$ cat src/rtl/sevenseg_pkg.sv
// Shared constants and helpers for seven-segment display-bus decoding.
package sevenseg_pkg;

  // Active-low cathode patterns, bit6=a .. bit0=g
  localparam logic [6:0] SEG_0 = 7'b0000001;
  localparam logic [6:0] SEG_1 = 7'b1001111;
  localparam logic [6:0] SEG_2 = 7'b0010010;
  localparam logic [6:0] SEG_3 = 7'b0000110;
  localparam logic [6:0] SEG_4 = 7'b1001100;
  localparam logic [6:0] SEG_5 = 7'b0100100;
  localparam logic [6:0] SEG_6 = 7'b0100000;
  localparam logic [6:0] SEG_7 = 7'b0001111;
  localparam logic [6:0] SEG_8 = 7'b0000000;
  localparam logic [6:0] SEG_9 = 7'b0000100;
  localparam logic [6:0] SEG_F = 7'b0111000;

  // Active-low anode slot patterns
  localparam logic [3:0] AN_THOUS = 4'b0111;
  localparam logic [3:0] AN_HUND  = 4'b1011;
  localparam logic [3:0] AN_TENS  = 4'b1101;
  localparam logic [3:0] AN_ONES  = 4'b1110;

  // Frame state encoding
  typedef logic [2:0] frame_state_t;
  localparam frame_state_t WAIT_D3 = 3'd0;
  localparam frame_state_t WAIT_D2 = 3'd1;
  localparam frame_state_t WAIT_D1 = 3'd2;
  localparam frame_state_t WAIT_D0 = 3'd3;
  localparam frame_state_t CONVERT = 3'd4;

  localparam int MAX_VALUE = 8191;

  // BCD to binary using shifts and adds only; 9999 fits in 14 bits
  function automatic logic [13:0] bcd_to_bin(input logic [3:0] d3, input logic [3:0] d2,
                                             input logic [3:0] d1, input logic [3:0] d0);
    logic [13:0] t3, t2, t1, t0;
    t3 = {10'd0, d3};
    t2 = {10'd0, d2};
    t1 = {10'd0, d1};
    t0 = {10'd0, d0};
    return (t3 << 10) - (t3 << 4) - (t3 << 3)
         + (t2 << 6) + (t2 << 5) + (t2 << 2)
         + (t1 << 3) + (t1 << 1)
         + t0;
  endfunction

endpackage

$ cat src/rtl/sevenseg_scan_decoder_if.sv
// Board-facing anode/cathode bus plus the recovered-value outputs.
interface sevenseg_scan_decoder_if;
  logic [3:0]  anode_select;
  logic [6:0]  LED_out;
  logic [15:0] digits;
  logic [12:0] value;
  logic        value_valid;
  logic        digit_error;
  logic        scan_lost;

  // Display driver side
  modport master (
    output anode_select, LED_out,
    input  digits, value, value_valid, digit_error, scan_lost
  );

  // Decoder side
  modport slave (
    input  anode_select, LED_out,
    output digits, value, value_valid, digit_error, scan_lost
  );
endinterface

$ cat src/rtl/seg_pattern_decode.sv
// Combinational cathode-pattern to BCD decoder with a validity flag.
module seg_pattern_decode
  import sevenseg_pkg::*;
(
  input  logic [6:0] cathode,
  output logic       ok,
  output logic [3:0] bcd
);

  // Map each legal digit pattern to its BCD value; everything else is rejected
  always_comb begin
    // NOTE: defaults first so every path assigns both outputs and no latch is inferred.
    ok  = 1'b1;
    bcd = 4'd0;
    case (cathode)
      SEG_0: bcd = 4'd0;
      SEG_1: bcd = 4'd1;
      SEG_2: bcd = 4'd2;
      SEG_3: bcd = 4'd3;
      SEG_4: bcd = 4'd4;
      SEG_5: bcd = 4'd5;
      SEG_6: bcd = 4'd6;
      SEG_7: bcd = 4'd7;
      SEG_8: bcd = 4'd8;
      SEG_9: bcd = 4'd9;
      SEG_F: ok  = 1'b0;
      default: ok = 1'b0;
    endcase
  end

endmodule

$ cat src/rtl/sevenseg_scan_decoder.sv
// Recovers the number shown on a multiplexed 4-digit active-low seven-segment bus.
module sevenseg_scan_decoder
  import sevenseg_pkg::*;
#(
  parameter int SETTLE_CYCLES = 16,
  parameter int TIMEOUT_BITS  = 22
) (
  input  logic                  clk,
  input  logic                  reset,
  sevenseg_scan_decoder_if.slave bus
);

  localparam int CNT_W = $clog2(SETTLE_CYCLES);
  localparam logic [CNT_W-1:0] SETTLE_LAST = CNT_W'(SETTLE_CYCLES - 1);
  localparam logic [TIMEOUT_BITS-1:0] WD_PRE_SAT = {{(TIMEOUT_BITS-1){1'b1}}, 1'b0};

  logic [3:0]  an_s1, an_s2, an_prev;
  logic [6:0]  led_s1, led_s2;
  logic [CNT_W-1:0] settle_cnt;
  logic        sampled;
  logic [TIMEOUT_BITS-1:0] wd_cnt;
  frame_state_t state;
  logic [3:0]  d3, d2, d1, d0;
  logic        frame_err;
  logic [15:0] digits_q;
  logic [12:0] value_q;
  logic        value_valid_q, digit_error_q;

  logic        seg_ok;
  logic [3:0]  seg_bcd;
  logic        anode_changed, settle_done, slot_valid, sample;
  logic        wd_sat, wd_enter;
  logic [13:0] sum;

  seg_pattern_decode u_decode (
    .cathode (led_s2),
    .ok      (seg_ok),
    .bcd     (seg_bcd)
  );

  assign anode_changed = (an_s2 != an_prev);
  assign settle_done   = (settle_cnt == SETTLE_LAST);
  assign slot_valid    = (an_s2 == AN_THOUS) || (an_s2 == AN_HUND) ||
                         (an_s2 == AN_TENS)  || (an_s2 == AN_ONES);
  assign sample        = settle_done && !sampled && !anode_changed && slot_valid;
  assign wd_sat        = &wd_cnt;
  assign wd_enter      = (wd_cnt == WD_PRE_SAT) && !sample;
  assign sum           = bcd_to_bin(d3, d2, d1, d0);

  // Two-stage synchroniser for the asynchronous display pins, plus a delayed anode copy for edge detection
  always_ff @(posedge clk or posedge reset) begin
    // NOTE: sequential state uses non-blocking assignments so every stage samples the pre-edge value.
    if (reset) begin
      an_s1   <= 4'b1111;
      an_s2   <= 4'b1111;
      an_prev <= 4'b1111;
      led_s1  <= 7'h7F;
      led_s2  <= 7'h7F;
    end else begin
      an_s1   <= bus.anode_select;
      an_s2   <= an_s1;
      an_prev <= an_s2;
      led_s1  <= bus.LED_out;
      led_s2  <= led_s1;
    end
  end

  // Settle counter: restart on every anode change, sample once per stable dwell
  always_ff @(posedge clk or posedge reset) begin
    if (reset) begin
      settle_cnt <= '0;
      sampled    <= 1'b0;
    end else if (anode_changed) begin
      settle_cnt <= '0;
      sampled    <= 1'b0;
    end else begin
      if (!settle_done) settle_cnt <= settle_cnt + 1'b1;
      else              sampled    <= 1'b1;
    end
  end

  // Scan-lost watchdog: zeroed by each sample, saturates at all-ones
  always_ff @(posedge clk or posedge reset) begin
    if (reset)        wd_cnt <= '0;
    else if (sample)  wd_cnt <= '0;
    else if (!wd_sat) wd_cnt <= wd_cnt + 1'b1;
  end

  // Frame assembly: collect thousands..ones in order, tolerating repeats of the previous slot
  always_ff @(posedge clk or posedge reset) begin
    if (reset) begin
      state     <= WAIT_D3;
      d3        <= 4'd0;
      d2        <= 4'd0;
      d1        <= 4'd0;
      d0        <= 4'd0;
      frame_err <= 1'b0;
    end else begin
      if (state == CONVERT) begin
        state <= WAIT_D3;
      end else if (sample) begin
        if (an_s2 == AN_THOUS) begin
          d3        <= seg_bcd;
          frame_err <= !seg_ok;
          state     <= WAIT_D2;
        end else begin
          case (state)
            WAIT_D2: begin
              if (an_s2 == AN_HUND) begin
                d2 <= seg_bcd; frame_err <= frame_err | !seg_ok; state <= WAIT_D1;
              end else state <= WAIT_D3;
            end
            WAIT_D1: begin
              if (an_s2 == AN_TENS) begin
                d1 <= seg_bcd; frame_err <= frame_err | !seg_ok; state <= WAIT_D0;
              end else if (an_s2 == AN_HUND) begin
                d2 <= seg_bcd; frame_err <= frame_err | !seg_ok;
              end else state <= WAIT_D3;
            end
            WAIT_D0: begin
              if (an_s2 == AN_ONES) begin
                d0 <= seg_bcd; frame_err <= frame_err | !seg_ok; state <= CONVERT;
              end else if (an_s2 == AN_TENS) begin
                d1 <= seg_bcd; frame_err <= frame_err | !seg_ok;
              end else state <= WAIT_D3;
            end
            default: state <= WAIT_D3;
          endcase
        end
      end
      // Losing the scan abandons any partial frame
      if (wd_enter) state <= WAIT_D3;
    end
  end

  // Conversion result: publish a good frame or flag a rejected one
  always_ff @(posedge clk or posedge reset) begin
    if (reset) begin
      digits_q      <= 16'd0;
      value_q       <= 13'd0;
      value_valid_q <= 1'b0;
      digit_error_q <= 1'b0;
    end else begin
      value_valid_q <= 1'b0;
      digit_error_q <= 1'b0;
      if (state == CONVERT) begin
        if (!frame_err && (sum <= 14'(MAX_VALUE))) begin
          digits_q      <= {d3, d2, d1, d0};
          value_q       <= sum[12:0];
          value_valid_q <= 1'b1;
        end else begin
          digit_error_q <= 1'b1;
        end
      end
    end
  end

  assign bus.digits      = digits_q;
  assign bus.value       = value_q;
  assign bus.value_valid = value_valid_q;
  assign bus.digit_error = digit_error_q;
  assign bus.scan_lost   = wd_sat;

endmodule

$ cat src/flat_wrapper.sv
// flat-port wrapper written by rule: the top's interface ports become plain ports
module sevenseg_scan_decoder_flat import sevenseg_pkg::*;
#(
  parameter int SETTLE_CYCLES = 16,
  parameter int TIMEOUT_BITS  = 22
)
  (clk, reset, bus_anode_select, bus_LED_out, bus_digits, bus_value, bus_value_valid, bus_digit_error, bus_scan_lost);
  sevenseg_scan_decoder_if bus_i ();
  input  logic clk;
  input  logic reset;
  input wire logic [$bits(bus_i.anode_select)-1:0] bus_anode_select;
  input wire logic [$bits(bus_i.LED_out)-1:0] bus_LED_out;
  output wire logic [$bits(bus_i.digits)-1:0] bus_digits;
  output wire logic [$bits(bus_i.value)-1:0] bus_value;
  output wire logic [$bits(bus_i.value_valid)-1:0] bus_value_valid;
  output wire logic [$bits(bus_i.digit_error)-1:0] bus_digit_error;
  output wire logic [$bits(bus_i.scan_lost)-1:0] bus_scan_lost;
  assign bus_i.anode_select = bus_anode_select;
  assign bus_i.LED_out = bus_LED_out;
  assign bus_digits = bus_i.digits;
  assign bus_value = bus_i.value;
  assign bus_value_valid = bus_i.value_valid;
  assign bus_digit_error = bus_i.digit_error;
  assign bus_scan_lost = bus_i.scan_lost;
  sevenseg_scan_decoder #(.SETTLE_CYCLES(SETTLE_CYCLES), .TIMEOUT_BITS(TIMEOUT_BITS)) u_core (.clk(clk), .reset(reset), .bus(bus_i));
endmodule
$ cat config.mk
export PLATFORM = sky130hd
export DESIGN_NAME = sevenseg_scan_decoder_flat
export DESIGN_NICKNAME = d
export VERILOG_FILES = /design/src/rtl/sevenseg_pkg.sv /design/src/rtl/sevenseg_scan_decoder_if.sv /design/src/rtl/seg_pattern_decode.sv /design/src/rtl/sevenseg_scan_decoder.sv /design/src/flat_wrapper.sv
export SDC_FILE = /design/constraint.sdc
export NUM_CORES = 1
export LEC_CHECK = 0
export BUFFER_PORTS_ARGS = -buffer_cell sky130_fd_sc_hd__buf_4
export CAP_MARGIN = 10
export CELL_PAD_IN_SITES_DETAIL_PLACEMENT = 0
export CELL_PAD_IN_SITES_GLOBAL_PLACEMENT = 1
export CORE_ASPECT_RATIO = 1.75
export CORE_MARGIN = 2
export CORE_UTILIZATION = 40
export DETAILED_ROUTE_END_ITERATION = 10
export PLACE_DENSITY_LB_ADDON = 0.1
export SYNTH_ARGS = -nofsm -noshare
export SYNTH_HDL_FRONTEND = slang
export SYNTH_SLANG_ARGS = --single-unit
export TNS_END_PERCENT = 1
$ cat constraint.sdc
create_clock -name clk -period 9.7 [get_ports clk]
set_clock_uncertainty 0.1 [all_clocks]
set_input_delay 0.485 -clock clk [delete_from_list [all_inputs] [get_ports clk]]
set_output_delay 0.485 -clock clk [all_outputs]
set_load 0.05 [all_outputs]
## Yosys cells after proc, flatten, opt, wreduce, memory -nomap -nowiden

Index checks and enable logic that the tools add are counted.
W data, S select, Z words.

- Input port bits: 13
- Bits in registers: 104
- Bits in writable memories: 0
- Memories: 0
- Bits in latches: 0
- Logic and storage cells: 121
- Output and inout bits: 32
- Bits in read-only memories: 0

- Reduce and logical (&&, ||, !) cells: 28
- Equal/unequal tests: 27
- Bitwise gates (word level): 3
- $lt $le $gt $ge: 1
- Add/subtract/negate cells: 10
- Divide/modulo/power cells: 0
- Shift-type cells: 0
- Multiplexer cells: 34
- Multipliers: 0

Operator list:

| operator | number |
|---|---|
| $mux W22 | 2 |
| $pmux W4 S9 | 1 |
| $mux W3 | 8 |
| $mux W4 | 6 |
| $add A22 B1 Y22 const B | 1 |
| $eq A22 B22 Y1 const B | 1 |
| $reduce_and A22 Y1 | 1 |
| $eq A4 B4 Y1 const B | 4 |
| $pmux W4 S2 | 2 |
| $reduce_and A5 Y1 | 3 |
| $add A14 B10 Y14 | 1 |
| $add A14 B4 Y14 | 1 |
| $add A14 B5 Y14 | 1 |
| $add A14 B6 Y14 | 1 |
| $add A14 B7 Y14 | 1 |
| $add A14 B9 Y14 | 1 |
| $eq A7 B3 Y1 const B | 2 |
| $eq A7 B6 Y1 const B | 2 |
| $eq A7 B7 Y1 const B | 2 |
| $le A14 B13 Y1 const B | 1 |
| $sub A14 B7 Y14 | 1 |
| $sub A14 B8 Y14 | 1 |
| $mux W1 | 12 |
| $ne A6 B4 Y1 const B | 2 |
| 28 further kinds | 45 |

## Longest topological paths before layout

Gate-level depths: netlist of run 1.

- Word-level depth: 12
- Depth in mapped cells: 16
- Gate-level depth less buffers: 14

## Cells and area by module

A second synthesis of run 1 with hierarchy kept.

- Cell total of the unflattened synthesis: 501
- Area, all modules: 5,669.2 sq um

Modules (own cells, without submodules):

| module | area each (sq um) | cells an instance | instances |
|---|---|---|---|
| sevenseg_scan_decoder | 5,469.0 | 474 | 1 |
| seg_pattern_decode | 200.2 | 27 | 1 |

## Least setup slack after synthesis of run 1

No wires, ideal clock.

- Path type: register to register
- Start: register u_core.d1[1]
- End: register u_core.digits_q[10], in the netlist u_core.bus.digits[10]
- Cell stages (with the launch flop): 16
- Path buffers: 2
- Setup slack: 5.430 ns
- Arrival time: 4.043 ns
- Data required time: 9.472 ns
- Path through: dfrtp_1 inv_1 fa_1 inv_1 fa_1 inv_1 fa_1 fa_1 nor2b_1 o2111ai_1 a21oi_1 o22a_1 mux2i_1 buf_4 buf_4 mux2_1

- Longest elaborated chain between the ends: 6

Ends and longest elaborated chain:

| item | line | RTL |
|---|---|---|
| start, declared | sevenseg_scan_decoder.sv:23 | `logic [3:0] d3, d2, d1, d0;` |
| start signal, assigned | sevenseg_scan_decoder.sv:124 | `d1 <= seg_bcd; frame_err <= frame_err \| !seg_ok;` |
| $add A14 B7 Y14 | sevenseg_pkg.sv:43 | `+ (t1 << 3) + (t1 << 1)` |
| $add A14 B5 Y14 (*) | sevenseg_pkg.sv:43 |  |
| $add A14 B4 Y14 (*) | sevenseg_pkg.sv:44 | `+ t0;` |
| $le A14 B13 Y1 (*) | sevenseg_scan_decoder.sv:147 | `if (!frame_err && (sum <= 14'(MAX_VALUE))) begin` |
| $logic_and A1 B1 Y1 (*) | sevenseg_scan_decoder.sv:147 |  |
| $reduce_and A2 Y1 (no source line) (*) | n/a |  |
| end signal, assigned | sevenseg_scan_decoder.sv:148 | `digits_q <= {d3, d2, d1, d0};` |
| end, declared | sevenseg_scan_decoder.sv:25 | `logic [15:0] digits_q;` |

Mark *: on every way between the ends. The rest lies on a longest branch, timed or not.
A chain may end at the register's enable or synchronous reset.

## Worst setup path after layout of run 1

- Start: register u_core.d1[1]
- End: register u_core.value_q[5], in the netlist u_core.bus.value[5]

- Longest elaborated chain between the ends: 6

Ends and longest elaborated chain:

| item | line | RTL |
|---|---|---|
| $add A14 B7 Y14 | sevenseg_pkg.sv:43 |  |
| $add A14 B5 Y14 (*) | sevenseg_pkg.sv:43 |  |
| $add A14 B4 Y14 (*) | sevenseg_pkg.sv:44 |  |
| $le A14 B13 Y1 | sevenseg_scan_decoder.sv:147 |  |
| $logic_and A1 B1 Y1 | sevenseg_scan_decoder.sv:147 |  |
| $reduce_and A2 Y1 (no source line) | n/a |  |
| end signal, assigned | sevenseg_scan_decoder.sv:149 | `value_q <= sum[12:0];` |
| end, declared | sevenseg_scan_decoder.sv:26 | `logic [12:0] value_q;` |

Marks and branches as above.

==> results of run 1 <==
cell usage after synthesis, types with 6 or more instances:
cell / instances / share of area
ha_1: 31 / 0.069
fa_1: 15 / 0.054
nor3_1: 15 / 0.013
xnor2_1: 23 / 0.036
nand2_1: 36 / 0.024
mux2_1: 10 / 0.020
o21ai_0: 9 / 0.0080
xor2_1: 9 / 0.014
inv_1: 59 / 0.040
nand3_1: 11 / 0.0098
dfstp_2: 26 / 0.12
a21oi_1: 15 / 0.013
nand4_1: 6 / 0.0067
mux2_2: 29 / 0.058
dfrtp_1: 77 / 0.34
nor2_1: 43 / 0.029
flip-flops by register name, indices dropped and copies added, names as in the netlist, 7 cells and up:
| signal | cells |
|---|---|
| u_core.bus.digits | 15 |
| u_core.bus.value | 13 |
| u_core.led_s1 | 7 |
| u_core.led_s2 | 7 |
| u_core.wd_cnt | 22 |
layout by cell type (no fill, tap or decap), types with 2 or more instances in the layout:
cell type | Yosys | final
and3_1 | 2 | 2
mux2_2 | 29 | 29
nand4_1 | 6 | 6
inv_4 | 0 | 2
mux2_1 | 10 | 10
nand2b_1 | 4 | 4
mux2i_1 | 5 | 4
xor2_1 | 9 | 9
nor3_1 | 15 | 15
nand3_1 | 11 | 11
nor3b_1 | 4 | 4
xnor2_2 | 4 | 4
o2111ai_1 | 2 | 2
ha_1 | 31 | 31
nor2b_1 | 5 | 5
o211ai_1 | 2 | 2
or3_1 | 5 | 5
a31oi_1 | 2 | 2
inv_6 | 0 | 3
dfrtp_1 | 77 | 77
a21oi_1 | 15 | 15
nand3b_1 | 3 | 3
xnor2_1 | 23 | 23
nand2_1 | 36 | 36
o221ai_1 | 3 | 3
and4_1 | 2 | 2
nor4_1 | 5 | 5
a21o_1 | 4 | 4
o21ai_0 | 9 | 9
fa_1 | 15 | 15
clkbuf_16 | 0 | 9
inv_1 | 59 | 58
dfstp_2 | 26 | 26
buf_4 | 5 | 46
nor2_1 | 43 | 43
cell families after synthesis:
logic type                 after synthesis
DFF                                    103
AOI/OAI and AO/OA                       55
xor gates and xnor gates                36
buffers and inverters                   75
muxes                                   44
and+or+nand+nor                        149
adders and majority gates               46
worst min path at each step:
| stage | from | end | slack [ns] |
|---|---|---|---|
| CTS | reset | u_core.d1[2]$_DFFE_PP0P_ | 0.13 |
| detailed placement | u_core.led_s1[6]$_DFF_PP1_ | u_core.led_s2[6]$_DFF_PP1_ | 0.25 |
| finish | reset | u_core.d1[2]$_DFFE_PP0P_ | 0.12 |
| global route | bus_LED_out[2] | u_core.led_s1[2]$_DFF_PP1_ | 0.13 |
| global placement | u_core.an_s1[3]$_DFF_PP1_ | u_core.an_s2[3]$_DFF_PP1_ | 0.25 |
| floorplan | u_core.an_s1[0]$_DFF_PP1_ | u_core.an_s2[0]$_DFF_PP1_ | 0.25 |
cell type report:
type,instances,area share
repair buffers,47,0.0582
well taps,177,0.0346
inverters,59,0.0350
multi-input cells,330,0.421
flip-flops and latches,103,0.408
clock buffers,10,0.0358
clock inverters,6,0.00821
stage by stage:
step	power [uW]	cell area, sq um
floorplan	471	5600
global placement	479	6090
detailed placement	480	6090
CTS	835	6370
global route	853	6400
finish	820	6400
power by group through the flow:
stage          clock, uW  combinational (uW)  sequential, uW
5_1_grt              377                28.8             447
4_1_cts              363                25.9             446
6_report             348                24.9             446
3_3_place_gp           0                25.3             454
2_1_floorplan          0                20.2             450
3_5_place_dp           0                25.8             454
per-layer routing:
metal / vias to the layer above / global-route usage
li1: 1793 / -
met1: 1798 / 0.170
met2: 44 / 0.332
met3: 13 / 0.0216
met4: 0 / 0.0582
met5: - / 0
==> impl_results.md, run 1 <==
* Global-route wire length before repair at about 19 mm
* Met2 wire length at 6.82 mm
* Max Cap Viol at 0
* Status: complete, no violations
* Register bit total from synthesis at 103
* DRT Pass-1 Iters at 6
* Area growth from synthesis to layout at 14.2%
* Largest family of logic cells by synthesized area: simple AND/OR/NAND/NOR gates
* Reg area at 2610 sq um
* Syn Area/Cell at 11.0 sq um
* Sequential power share at 0.545
* Tmin final at 4.79 ns
* Vias in the first global route at 3847
* Area of the multi-input gates at 2690 sq um
* Post-route setup TNS at 0 ns
* Worst min-delay path class: input port to asynchronous set/reset pin
* IO Port Bufs at 44
* YS warnings at 0
* Worst path max stage delay at 0.61 ns
* Worst Setup End Kind: register
* R2R Path Start: u_core.d1[1]$_DFFE_PP0P_
* Met3 wire len at 226 um
* Clock transition at the registers of the reported paths at 0.08 ns
* FFs w/ async S/R, synth at 1.00
* Clock group share of total power at 0.425
* Adder-cell share of the synthesized area at 0.123
* Root Buffer: clkbuf_16
* Initial antenna violation count at 0
* Worst-margin pin slew at 0.854 ns
* Critical path buffer and inverter count at 4
* Family with the most delay on the worst path: adder cells
* Total congestion overflow at 0
* Post-Place Cells at 715
* Hold_buf cts at 0
* Compound-Gate Fraction of Synth Area at 0.0717
* Reg2Reg Depth at 14
* WL met1 at 4.22 mm
* Die Height at 161 um
* DRC at 0
* Post-CTS sizing at 0
* Die ar. at between 15000 and 20000 sq um
* Syn_nets at 567
* CTS buffer count at 9
* Highest metal used: met4
* Comb power frac at 0.030
* Layout cells sized above 1 at 0.238
* Cell repeated most along the worst path: fa_1
* Crit share post-route at 0.494
* Critical path data required time at 9.83 ns
* Ports at 45
* Max-slew violation count at 0
* Setup crit end: u_core.bus.value[5]$_DFFE_PP0P_
* Origin of the worst setup path: u_core.d1[1]$_DFFE_PP0P_
* Setup Viol. Count Final at 0
* H-tree depth at 3
* Crit-path max FO at 17
* Switch share at 0.233
* Final non-filler cell total at 732
* Final Hold Vio Count at 0
* Worst slack at placement at 4.63 ns
* Slowest-stage cell, CP: mux2i_4
* Crit Path Class: register to register
* Nets at 609
* Relative slew slack at 0.423
* Clock Latency Late Sink at 0.35 ns
* Via count at 3648
* Cells after Synth at 508
* Critical path launch point type: register
* Post-Synth XOR/XNOR Area at 0.0616
* Crit. path cell count at 14
* Number of enable flip-flop cells after synthesis at 0
* Final worst slack at 4.91 ns
* Final core occ at 0.465
* Detailed Place HPWL at 8.67 mm
* Fmax at 209 MHz
* Cell-internal power at 629 uW
* Synthesized cell area at approximately 5600 sq um
* Initial Utilization at 0.407
* FF-to-FF End: u_core.bus.value[5]$_DFFE_PP0P_
* Worst R2R Setup Slack at about 4.9 ns
* Post-CTS setup buffers at 0
* Worst hold slack at roughly 0.12 ns
* Final ANT Viol Nets at 0
* CTS tree: yes
* Sink Count at 103
* Leakage at approximately 0.0030 uW
* VDD IR max at 71.6 uV
* Routability Congestion at 0.810
* Unique cell type count in the Yosys netlist at 61
* RSZ-0062 raised after global routing: no
* Pin count of the biggest net entering global routing at 56
* Mux cell area share after synthesis at 0.0873
* DR vias/cell at 4.98
* Ant. Diodes at 0
* Die width at 93.5 um
* CP Data Arrival Time at a little under 5 ns
* Power per cell area at around 130 nW/um^2
* Iteration-0 DRC Markers at 147
* CP Cell Sequence: inv_1, fa_1, inv_1, fa_1, inv_1, fa_1, fa_1, nor2b_1, o2111ai_1, a21oi_1, o22a_1, mux2i_4, buf_16, mux2_2
* Post-Synth Simple-Gate Area at 0.135
* Final WL at ~11 mm
* Gr usage total at 0.166
* Core ar. at 13800 sq um
* Fillers at 1300
* Prevailing post-synth register cell: dfrtp_1
* DR WL/cell at 15.7 um
* Rows at 57
* Net switching power at 191 uW
* Clock Tree Buf Depth at 2
* Post-synthesis sequential area ratio at 0.466
(Power assumes the default switching activity.)
==> run 2, diff against run 1 <==
==> constraint.sdc (replaced) <==
create_clock -name clk -period 4.55 [get_ports clk]
set_clock_uncertainty 0.1 [all_clocks]
set_input_delay 0.2275 -clock clk [delete_from_list [all_inputs] [get_ports clk]]
set_output_delay 0.2275 -clock clk [all_outputs]
set_load 0.05 [all_outputs]
==> run 2 against run 1 <==
  * Worst hold slack worse by 0.11 ns
  * Critical path depth is 1 higher
  * Final area is 4.5% higher
  * Maximum frequency is 10% higher
  * Non-clock buffer count is 24 higher
==> impl_results.md, run 2 (synthesis results as in run 1) <==
* Status: complete, no violations
* Critical path data required time at 4.69 ns
* Worst min-delay path class: input port to asynchronous set/reset pin
* Root Buffer: clkbuf_16
* Die ar. at approximately 15000 sq um
* Final Hold Vio Count at 0
* Final non-filler cell total at 756
* Leakage at 0.00318 uW
* Max Cap Viol at 0
* Sequential power share at 0.529
* IO Port Bufs at 44
* Final worst slack at 0.197 ns
* VDD IR max at 180 uV
* Detailed Place HPWL at between 8 and 9 mm
* Die width at roughly 93 um
* Tmin final at about 4.4 ns
* Power per cell area at 269 nW/um^2
* Iteration-0 DRC Markers at 122
* DRC at 0
* CP Data Arrival Time at ~4.5 ns
* Global-route wire length before repair at 19.0 mm
* Area growth from synthesis to layout at 19.4%
* Vias in the first global route at approximately 4000
* Total congestion overflow at 0
* Via count at 3795
* CTS tree: yes
* Critical path launch point type: register
* Layout cells sized above 1 at 0.257
* Worst slack at placement at 0.0881 ns
* Fillers at roughly 1300
* Max-slew violation count at 0
* Relative slew slack at 0.362
* Gr usage total at 0.161
* Leading cell type in the layout, fill and taps excluded: dfrtp_1
* Rows at 57
* Nets at 633
* Sink Count at 103
* Setup Viol. Count Final at 0
* Ant. Diodes at 0
* Clock group share of total power at 0.437
* Pin count of the biggest net entering global routing at 79
* H-tree depth at 3
* Worst Setup End Kind: register
* Cell-internal power at 1370 uW
* Crit share post-route at 0.957
* DR vias/cell at 5.02
* Clock transition at the registers of the reported paths at about 0.080 ns
* Largest Register: u_core.wd_cnt
* Commonest non-fill, non-tap cells in the layout: dfrtp_1, inv_1, buf_4
* Final ANT Viol Nets at 0
* Reg2Reg Depth at 15
* Crit-path max FO at 7
* DRT Pass-1 Iters at 4
* CTS buffer count at 9
* Worst hold slack at 0.00973 ns
* Clock Tree Buf Depth at 2
* Die Height at 161 um
* Final WL at 11.6 mm
* Switch share at 0.238
* Initial antenna violation count at 0
* Worst-margin pin slew at 0.957 ns
* Clock Latency Late Sink at around 0.35 ns
* Max reg flops at 22
* Initial Utilization at 0.407
* DR WL/cell at 15.4 um
* Comb power frac at 0.034
* Core ar. at roughly 14000 sq um
* Net switching power at 427 uW
* Crit Path Class: register to register
* Fmax at 230 MHz
* Post-Place Cells at 724
* Ports at 45
* Final core occ at 0.486
* Routability Congestion at 0.803
run 2: changes by cell type in the layout (fill, tap and decap cells not counted), moves of 2 or more:
cell / before / now
dlygate4sd3_1: 0 / 11
buf_4: 46 / 55
buf_12: 0 / 2
clkbuf_16: 9 / 11
clkinv_8: 0 / 2
run 2: critical path: stages (launching register included):
cell and delay, ns:
dfrtp_1 0.35, inv_1 0.06, fa_1 0.53, inv_1 0.05, fa_1 0.52, inv_1 0.05, fa_1 0.52, fa_1 0.48
nor2b_2 0.17, o2111ai_2 0.14, a21oi_1 0.16, o22a_2 0.20, mux2i_4 0.26, buf_12 0.15, buf_6 0.16, mux2_2 0.34
run 2: final timing paths:
path,startpoint,to,slack (ns)
min in group clk,u_core.an_s1[3]$_DFF_PP1_,u_core.an_s2[3]$_DFF_PP1_,0.25
hold / removal,reset,u_core.settle_cnt[0]$_DFFE_PP0P_,0.01
setup reg to reg,u_core.d1[1]$_DFFE_PP0P_,u_core.bus.digits[2]$_DFFE_PP0P_,0.20
max in group asynchronous,reset,u_core.bus.digits[15]$_DFFE_PP0P_,3.41
setup / recovery,u_core.d1[1]$_DFFE_PP0P_,u_core.bus.digits[2]$_DFFE_PP0P_,0.20
hold reg to reg,u_core.an_s1[3]$_DFF_PP1_,u_core.an_s2[3]$_DFF_PP1_,0.25
run 2: final cells by class:
cell class	instances	area (sq um)	area share
clock buffers	10	239	0.0357
clock inverters	6	70.1	0.0105
inverters	59	224	0.0335
multi-input cells	330	2700	0.404
flip-flops and latches	103	2610	0.390
well taps	177	221	0.0331
repair buffers	71	624	0.0933
run 2: power groups by stage:
stage          Clock [uW]  Sequential (uW)  Combinational (uW)
2_1_floorplan           0              960                43.1
3_3_place_gp            0              968                53.7
4_1_cts               818              951                62.8
3_5_place_dp            0              968                55.1
6_report              785              951                60.7
5_1_grt               847              953                69.2
run 2: what timing repair did:
item	in CTS	in global routing
endpoints found under the hold margin	11	0
hold buffers	11	0
endpoints found under the setup margin	0	26
buffers inserted	0	2
gates resized for setup	0	3
run 2: metrics by stage:
stage          setup TNS [ns]  power [uW]  area, sq um
3_3_place_gp                0        1020         6170
3_5_place_dp                0        1020         6170
5_1_grt               -0.0476        1870         6690
2_1_floorplan               0        1000         5600
6_report                    0        1800         6690
4_1_cts                     0        1830         6590
run 2: layer usage:
layer	global-route usage	vias up	wire length [um]
li1	-	1836	-
met1	0.165	1912	4150
met2	0.319	37	7110
met3	0.0267	10	220
met4	0.0488	0	156
met5	0	-	0
==> run 3, diff against run 2 <==
--- a/config.mk
+++ b/config.mk
@@ -5,6 +5,7 @@
 export SDC_FILE = /design/constraint.sdc
 export NUM_CORES = 1
 export LEC_CHECK = 0
+export ABC_AREA = 1
 export BUFFER_PORTS_ARGS = -buffer_cell sky130_fd_sc_hd__buf_4
 export CAP_MARGIN = 10
 export CELL_PAD_IN_SITES_DETAIL_PLACEMENT = 0
==> run 3 against run 2 <==
  * The flow now finishes with violations (negative hold slack)
  * Core utilization down 1.5 points
  * Sequential power barely moved
  * Maximum frequency is 9.4% higher
  * Setup slack better by 0.37 ns
==> impl_results.md, run 3 <==
* Post-route setup TNS at 0 ns
* Worst Setup End Kind: register
* Core ar. at 14800 sq um
* Post-CTS setup buffers at 0
* FF-to-FF End: u_core.bus.digits[14]$_DFFE_PP0P_
* Via count at 4782
* Unique cell type count in the Yosys netlist at 43
* Post-synthesis sequential area ratio at 0.431
* Worst-margin pin slew at 0.897 ns
* YS warnings at 0
* Initial Utilization at 0.408
* DRC at 0
* Top-count cell post-synth: nand2_1
* Post-Place Cells at 962
* Synth cell count leaders: nand2_1, inv_1, dfrtp_1, nor2_1, nand3_1
* Worst min-delay path class: input port to asynchronous set/reset pin
* Area growth from synthesis to layout at 15.5%
* Final ANT Viol Nets at 0
* Worst R2R Setup Slack at between 0.5 and 0.6 ns
* Worst hold slack at -0.0318 ns
* DR WL/cell at ~15 um
* Syn Area/Cell at 8.20 sq um
* Gr usage total at 0.193
* Vias in the first global route at 4951
* Sink Count at 103
* Setup Viol. Count Final at 0
* Final non-filler cell total at 989
* Iteration-0 DRC Markers at between 200 and 300
* Fillers at approximately 1500
* Global-route wire length before repair at 24.7 mm
* Post-CTS sizing at 0
* Critical path launch point type: register
* Synth top area share at 0.318
* Total congestion overflow at 0
* Root Buffer: clkbuf_16
* Initial antenna violation count at 0
* Critical path data required time at 4.76 ns
* Nets at 860
* Final WL at 14.8 mm
* Crit share post-route at 0.875
* Number of enable flip-flop cells after synthesis at 0
* Area contributors post-synth: dfrtp_1, nand2_1, dfstp_2
* Die Height at 167 um
* Ant. Diodes at 0
* CP Data Arrival Time at 4.19 ns
* Final core occ at 0.471
* Hold_buf cts at 11
* Fmax at 251 MHz
* Die ar. at around 16000 sq um
* IO Port Bufs at 44
* Max reg flops at 22
* Max-slew violation count at 0
* Power per cell area at 259 nW/um^2
* Register bit total from synthesis at 103
* Pin count of the biggest net entering global routing at 72
* Area leader, netlist: dfrtp_1
* Leakage at between 0.003 and 0.004 uW
* CTS tree: yes
* Crit Path Class: register to register
* H-tree depth at 3
* Crit-path max FO at 29
* RSZ-0062 raised after global routing: no
* Rows at 59
* Failing checks: negative hold slack
* Final Hold Vio Count at 62
* Dpl cell area at 6580 sq um
* Commonest non-fill, non-tap cells in the layout: nand2_1, inv_1, dfrtp_1
* Clock Latency Late Sink at 0.35 ns
* Cells after Synth at 739
* Largest Register: u_core.wd_cnt
* Leading cell type in the layout, fill and taps excluded: nand2_1
* Detailed Place HPWL at 11.6 mm
* Relative slew slack at 0.402
* DR vias/cell at between 4 and 5
* R2R Path Start: u_core.d3[1]$_DFFE_PP0P_
* Layout cells sized above 1 at 0.174
* FFs w/ async S/R, synth at 1.00
* DRT Pass-1 Iters at 4
* Syn_nets at 798
* VDD IR max at 204 uV
* Status: finished, violations left
* Prevailing post-synth register cell: dfrtp_1
* Die width at 97.0 um
* Max Cap Viol at 0
* Clock Tree Buf Depth at 2
* Synthesized cell area at approximately 6000 sq um
* Ports at 45
* Tmin final at 3.98 ns
* Reg2Reg Depth at 17
* Clock transition at the registers of the reported paths at 0.09 ns
* CTS buffer count at 9
* Post-route cell area at 7000 sq um
* Routability Congestion at 0.874
==> run 3: cell types whose count changed after synthesis, sizes merged, moves of 4 or more <==
cell	before	now
nand2	37	214
inv	59	122
nand3	11	66
mux2	39	0
nor2	43	72
o21ai	9	30
xnor2	27	7
mux2i	5	0
nor2b	5	0
nor4	6	1
or3	5	0
a21o	4	0
clkbuf	5	1
nand2b	4	0
==> run 3: area by class of cell <==
cell class | instances | area, sq um | share of cell area
Clock buffer | 9 | 225 | 0.0322
Timing Repair Buffer | 61 | 485 | 0.0694
Sequential cell | 103 | 2610 | 0.373
Inverter | 125 | 480 | 0.0687
Multi-Input combinational cell | 501 | 2880 | 0.412
Clock inverter | 7 | 81.3 | 0.0116
Tap cell | 183 | 229 | 0.0327
==> run 3: power breakdown <==
group	total [uW]	internal, uW	switching, uW
clock network	789	395	393
logic	69.2	26.3	42.9
registers	952	941	11.7
==> run 3: logic make-up after synthesis <==
logic type,share of synthesized area
and+or+nand+nor,0.287
buffers and inverters,0.0938
DFF,0.431
AOI/OAI and AO/OA,0.0547
adders and majority gates,0.114
xor gates and xnor gates,0.0202
==> run 3: worst max-delay path by stage <==
stage / from / to / slack (ns) / cells past startpoint
after floorplan: u_core.d1[1]$_DFFE_PP0P_ / u_core.bus.value[0]$_DFFE_PP0P_ / 0.96 / 17
after detailed placement: u_core.d3[1]$_DFFE_PP0P_ / u_core.bus.digits[14]$_DFFE_PP0P_ / 0.49 / 17
after global routing: u_core.d1[3]$_DFFE_PP0P_ / u_core.bus.digits[7]$_DFFE_PP0P_ / 0.27 / 20
final: u_core.d3[1]$_DFFE_PP0P_ / u_core.bus.digits[14]$_DFFE_PP0P_ / 0.57 / 17
after CTS: u_core.d3[1]$_DFFE_PP0P_ / u_core.bus.digits[14]$_DFFE_PP0P_ / 0.49 / 17
after global placement: u_core.d3[1]$_DFFE_PP0P_ / u_core.bus.digits[2]$_DFFE_PP0P_ / 0.51 / 17
==> run 3: through the flow <==
stage | power [uW] | setup WS, ns
after detailed placement | 1030 | 0.488
after global routing | 1890 | 0.270
after global placement | 1030 | 0.509
final | 1810 | 0.569
after CTS | 1840 | 0.492
after floorplan | 1010 | 0.960
==> run 3: worst max-delay path: stages (launching register included) <==
cell and delay, ns:
dfrtp_1 0.52, fa_1 0.55, inv_1 0.06, fa_1 0.54
inv_1 0.06, fa_1 0.53, inv_1 0.04, ha_1 0.34
nand2_1 0.12, nor2_2 0.04, nand3_1 0.09, nand3_1 0.08
nand2_1 0.11, clkinv_1 0.08, nor2_2 0.10, buf_4 0.34
nand3_1 0.14, nand2_1 0.08
==> run 3: per-layer routing <==
| layer | up-vias | global-route usage | routed length [um] |
|---|---|---|---|
| met5 | - | 0 | 0 |
| li1 | 2430 | - | - |
| met1 | 2267 | 0.187 | 5290 |
| met3 | 25 | 0.0193 | 226 |
| met4 | 0 | 0.0888 | 517 |
| met2 | 60 | 0.394 | 8800 |
